==> src/rtl/hall_period_meter.sv <==
// Hall-sensor commutation period meter: synchronizes the hall lines, rejects glitch and invalid edges, and reports the period.
// Optional macro HALL_AVG4_EN replaces the raw period with a four-period running average.
module hall_period_meter #(
  parameter int DATA_WIDTH = 16,
  parameter int MIN_PERIOD = 64
) (
  input  logic                  clk,
  input  logic                  reset_n,
  input  logic [2:0]            hall,
  output logic [DATA_WIDTH-1:0] period_speed,
  output logic                  period_valid,
  output logic                  stalled,
  output logic                  hall_fault
);

  localparam logic [DATA_WIDTH-1:0] CNT_MAX = '1;
  localparam logic [DATA_WIDTH-1:0] MIN_P   = DATA_WIDTH'(MIN_PERIOD);
  localparam logic [DATA_WIDTH-1:0] ONE     = DATA_WIDTH'(1);

  logic [2:0]            s1, s2, s3;
  logic [DATA_WIDTH-1:0] cnt;
  logic                  armed;
  logic                  hall_edge;
  logic                  accept;
  logic                  cnt_sat;
  logic [DATA_WIDTH-1:0] new_period;

  function automatic logic state_ok(input logic [2:0] s);
    return (s != 3'b000) && (s != 3'b111);
  endfunction

  always_comb begin
    hall_edge = (s2 != s3);
    accept    = hall_edge && state_ok(s2) && state_ok(s3) && ((cnt >= MIN_P) || !armed);
    cnt_sat   = (cnt == CNT_MAX);
  end

`ifdef HALL_AVG4_EN
  logic [DATA_WIDTH-1:0] hist [3];
  logic [1:0]            n_hist;

  function automatic logic [DATA_WIDTH-1:0] avg4(input logic [DATA_WIDTH-1:0] a, b, c, d);
    logic [DATA_WIDTH+1:0] sum;
    sum = {2'b00, a} + {2'b00, b} + {2'b00, c} + {2'b00, d};
    return sum[DATA_WIDTH+1:2];
  endfunction

  // The current period counts as the fourth one once three are held.
  always_comb begin
    new_period = cnt;
    if (n_hist == 2'd3)
      new_period = avg4(hist[0], hist[1], hist[2], cnt);
  end

  always_ff @(posedge clk or negedge reset_n) begin
    if (!reset_n) begin
      n_hist <= 2'd0;
    end else if (accept && armed) begin
      if (n_hist != 2'd3)
        n_hist <= n_hist + 2'd1;
    end else if (!accept && cnt_sat) begin
      n_hist <= 2'd0;
    end
  end

  always_ff @(posedge clk) begin
    if (accept && armed) begin
      hist[2] <= hist[1];
      hist[1] <= hist[0];
      hist[0] <= cnt;
    end
  end
`else
  always_comb new_period = cnt;
`endif

  always_ff @(posedge clk or negedge reset_n) begin
    if (!reset_n) begin
      s1           <= 3'b000;
      s2           <= 3'b000;
      s3           <= 3'b000;
      cnt          <= '0;
      armed        <= 1'b0;
      period_speed <= '0;
      period_valid <= 1'b0;
      stalled      <= 1'b0;
      hall_fault   <= 1'b0;
    end else begin
      s1           <= hall;
      s2           <= s1;
      s3           <= s2;
      hall_fault   <= !state_ok(s2);
      period_valid <= 1'b0;
      // An accepted edge beats saturation in the same cycle.
      if (accept) begin
        cnt     <= ONE;
        armed   <= 1'b1;
        stalled <= 1'b0;
        if (armed) begin
          period_speed <= new_period;
          period_valid <= 1'b1;
        end
      end else if (cnt_sat) begin
        stalled      <= 1'b1;
        period_speed <= CNT_MAX;
        armed        <= 1'b0;
      end else begin
        cnt <= cnt + ONE;
      end
    end
  end

endmodule

==> config.mk <==
export PLATFORM = sky130hd
export DESIGN_NAME = hall_period_meter
export DESIGN_NICKNAME = d
export VERILOG_FILES = /design/src/rtl/hall_period_meter.sv
export SDC_FILE = /design/constraint.sdc
export NUM_CORES = 1
export LEC_CHECK = 0
export ABC_AREA = 0
export CAP_MARGIN = 10
export CORE_MARGIN = 4
export CORE_UTILIZATION = 38
export DETAILED_ROUTE_END_ITERATION = 12
export REMOVE_ABC_BUFFERS = 1
export SLEW_MARGIN = 40
export SYNTH_ARGS = -nofsm -noshare
export SYNTH_HDL_FRONTEND = slang
export SYNTH_SLANG_ARGS = --single-unit
==> constraint.sdc <==
create_clock -name clk -period 1.85 [get_ports clk]
set_input_delay 0.4625 -clock clk [delete_from_list [all_inputs] [get_ports clk]]
set_output_delay 0.4625 -clock clk [all_outputs]
set_load 0.02 [all_outputs]
==> impl_metrics.json <==
{
  "vdd.ir_drop.worst_mv": 0.720,
  "avgSynthCellArea_um2": 10.2,
  "cp_common_cell": "buf_4",
  "finalInstanceArea_um2": 2720,
  "yosys.area_share.xor_xnor_pct": 5.74,
  "cp_cell_sequence": "buf_4 > xor2_1 > o31a_1 > nand4_1 > buf_12 > clkinvlp_4 > buf_4 > nor2_1 > a21oi_1",
  "finalClockSkew_ns": 0.00283,
  "power_frac_clock_pct": 20.7,
  "p_comb_share_pct": 40.8,
  "ys_async_sr_fraction_pct": 100,
  "worst_setup_hold_path_clk_slew_ns": 0.08,
  "multiplexer_share_of_the_synthesized_area_pct": 0,
  "critPathKind": "reg2reg",
  "start_util_pct": 39.1,
  "crit_family": "buffers and inverters",
  "sequential_fraction_of_design_power_pct": 38.6,
  "crit_slowest_cell": "dfrtp_1",
  "core_region_area_um2": 5070,
  "detail-route-antenna-nets": 0,
  "post_synth_inst_count": 194,
  "die_width_um": 80.2,
  "fraction_of_the_mapped_netlist_area_in_compound_gates_pct": 10.3,
  "row_count": 26,
  "placement.io_buffers": 23,
  "post-layout-total-power_mw": 3.74,
  "synth.cell_area_um2": 1980,
  "dp_hpwl_um": 2700,
  "num_antenna_cells": 0,
  "critical_path_arrival_ns": 1.97,
  "power_report.internal_total_mw": 2.44,
  "sw_frac_of_total_pct": 34.8,
  "cts.path.max_buffers": 2,
  "ff2ff_path_depth": 9,
  "critical_path_buf_inv_count": 4,
  "post_synth_main_area_contributors": "dfrtp_1 (57%), nor2_1 (8.3%), xnor2_1 (4.4%)",
  "first_global_vias": 1546,
  "cp-startpoint": "s2[1]$_DFF_PN0_",
  "worst_skew_pair.late_latency_ns": 0.29,
  "synth_cell_types": 34,
  "grt_max_degree": 46,
  "regToRegEndpoint": "period_speed[8]$_DFFE_PN0P_",
  "outcome": "completed",
  "floorplan.io_pins": 24,
  "tritoncts.num_buffers": 5,
  "syn_to_final_growth_pct": 37.1,
  "worst_path_largest_cell_delay_ns": 0.40,
  "final_min_period_over_clock_period_pct": 98.0,
  "final_cell_count_no_fill": 321,
  "highest_clock_frequency_the_design_can_meet_mhz": 552,
  "detail_route.first_pass.iterations": 4,
  "power.density_nw_per_um2": 1380,
  "synth_fa_ha_area_share_pct": 1.26,
  "synthSimpleGateAreaFrac_pct": 22.5,
  "slew-limit-headroom_pct": 70.1,
  "htree_levels": 2,
  "wl_per_cell_um": 13.2,
  "r2r_start": "s2[1]$_DFF_PN0_",
  "period_needed_ns": 1.81,
  "synth-main-ff-cell": "dfrtp_1",
  "route.detailed.drc": 0,
  "synth.top_cell.area_share_pct": 56.8,
  "combinational_family_with_the_most_area_after_synthesis": "simple AND/OR/NAND/NOR gates",
  "synth_enable_flop_cells": 0,
  "routed-via-count": 1547,
  "grt_antenna_before_repair": 0,
  "netlist.top_cell.by_area": "dfrtp_1",
  "timing.critical_path.required_ns": 2.01,
  "dp.cells": 301,
  "biggest_fanout_along_the_worst_timing_path": 4,
  "final-max-slew-violation-count": 0,
  "seq_area_frac_synth_pct": 56.8,
  "tightest_slew_ns": 0.447,
  "die_height_um": 80.2,
  "setup.worst_path.end": "period_speed[8]$_DFFE_PN0P_",
  "gp_congestion": 0.791,
  "drtIter0Drc": 84,
  "regToRegSetupSlack_ns": 0.04,
  "min-delay-path-class": "in2async",
  "avgViaCountPerCell": 4.82,
  "nature_of_the_critical_path_endpoint": "flip-flop",
  "number_of_synthesized_register_bits": 45,
  "finalSetupViolations": 0,
  "placed_area_um2": 2430,
  "tritoncts": "built",
  "clock_sinks": 45,
  "grt_first_pass_wirelength_um": 7110,
  "post_cts_hold_buffer_count": 0,
  "routed_wirelength_um": 4230,
  "leakage_nw": 1.22,
  "synth.top_cells.by_count": "dfrtp_1 (45), nor2_1 (44), a21oi_1 (15)",
  "net-switching-power_mw": 1.30,
  "critical_path_cell_count": 9,
  "fillCellCount": 456,
  "hold_violations": 0,
  "fin_tns_setup_ns": 0,
  "gr_usage_total_pct": 14.5,
  "synth.most_common_cell": "dfrtp_1",
  "maxCapViolations": 0,
  "drive_gt1_share_pct": 25.1,
  "root_buffer": "clkbuf_8",
  "cp-start-kind": "flip-flop",
  "remaining_global_route_overflow": 0,
  "die_area_um2": 6440,
  "rsz0062_at_grt": "true",
  "yosys_warnings": 0,
  "design.final.nets": 257
}
==> per-layer routing <==
metal	vias to the layer above	routed length (µm)	global-route usage (%)	part of all wire, %
met5	-	0	0	0
li1	780	-	-	-
met2	27	1970	24.3	47
met4	0	130	6.25	3.1
met1	731	1980	17.5	47
met3	9	144	3.70	3.4
==> kinds of logic (layout without fill, tap and decap cells) <==
| family | count (synthesis) | after routing |
|---|---|---|
| and+or+nand+nor | 90 | 90 |
| DFF | 45 | 45 |
| AOI/OAI and AO/OA | 30 | 30 |
| buffers and inverters | 14 | 71 |
| xor gates and xnor gates | 13 | 13 |
| adders and majority gates | 2 | 2 |
==> layout make-up <==
| type | instances | area, µm² | share of cell area, % |
|---|---|---|---|
| Sequential cell | 45 | 1130 | 41.5 |
| Clock inverter | 2 | 37.5 | 1.38 |
| Timing Repair Buffer | 54 | 490 | 18.0 |
| Inverter | 7 | 30.0 | 1.10 |
| Multi-Input combinational cell | 135 | 847 | 31.2 |
| Tap cell | 70 | 87.6 | 3.22 |
| Clock buffer | 6 | 82.6 | 3.04 |
| Timing Repair inverter | 2 | 15.0 | 0.552 |
==> how the worst min path moves through the flow <==
stage / startpoint / slack (ns) / depth (start not counted) / to
global placement: s1[0]$_DFF_PN0_ / 0.33 / 0 / s2[0]$_DFF_PN0_
CTS: reset_n / 0.14 / 2 / cnt[4]$_DFFE_PN0P_
finish: reset_n / 0.13 / 2 / period_speed[1]$_DFFE_PN0P_
floorplan: reset_n / 0.17 / 0 / armed$_DFFE_PN0P_
detailed placement: s1[0]$_DFF_PN0_ / 0.33 / 0 / s2[0]$_DFF_PN0_
global route: reset_n / 0.13 / 2 / cnt[4]$_DFFE_PN0P_
==> worst register-to-register path, delay by kind of cell, from the launching register on <==
kind	cells	cell delay [ns]
compound gates	2	0.37
xor+xnor	1	0.17
buf+inv	4	0.51
flops	1	0.40
simple gates	2	0.22
==> power by group through the flow <==
stage	combinational, mW	sequential [mW]	clock, mW
6_report	1.53	1.44	0.773
5_1_grt	1.66	1.49	0.835
4_1_cts	1.48	1.42	0.793
3_5_place_dp	1.39	1.44	0
3_3_place_gp	1.37	1.43	0
2_1_floorplan	0.527	1.68	0
==> state kept, by name (all words and copies together) (netlist names) <==
register and count:
cnt 16, period_speed 16, s1 3, s2 3, s3 3, armed 1, hall_fault 1, period_valid 1
stalled 1
==> per-stage QoR <==
| stage | worst slack, ns | hold WS, ns | util (%) |
|---|---|---|---|
| global placement | -0.121 | 0.333 | 47.8 |
| floorplan | 0.0277 | 0.167 | - |
| finish | 0.0371 | 0.127 | 53.6 |
| global route | -0.0206 | 0.130 | 53.6 |
| detailed placement | -0.0688 | 0.335 | 47.8 |
| CTS | 0.0129 | 0.135 | 52.0 |
==> layout by cell type (no fill, tap or decap), types with 2 or more instances in the layout <==
cell,n
nand3_1,9
buf_6,2
buf_4,27
nand3_2,2
nor2_2,5
a21oi_1,15
dfrtp_1,44
nor4b_2,2
clkinvlp_4,4
nand4_1,2
nor4_1,2
nand2_1,5
and3_1,8
ha_1,2
inv_1,6
clkdlybuf4s50_1,22
xnor2_1,10
a22oi_1,5
buf_12,2
xor2_1,3
a211oi_1,4
nor2_1,37
nor3_1,8
clkbuf_8,6
nor2_4,3
==> repair_timing <==
item / CTS / global route
gates cloned: 2 / 0
buffers inserted: 8 / 2
pin swaps: 1 / 4
resized for setup: 3 / 17
setup endpoints to repair: 16 / 28
No activity file was read; power rests on OpenSTA's default activity.
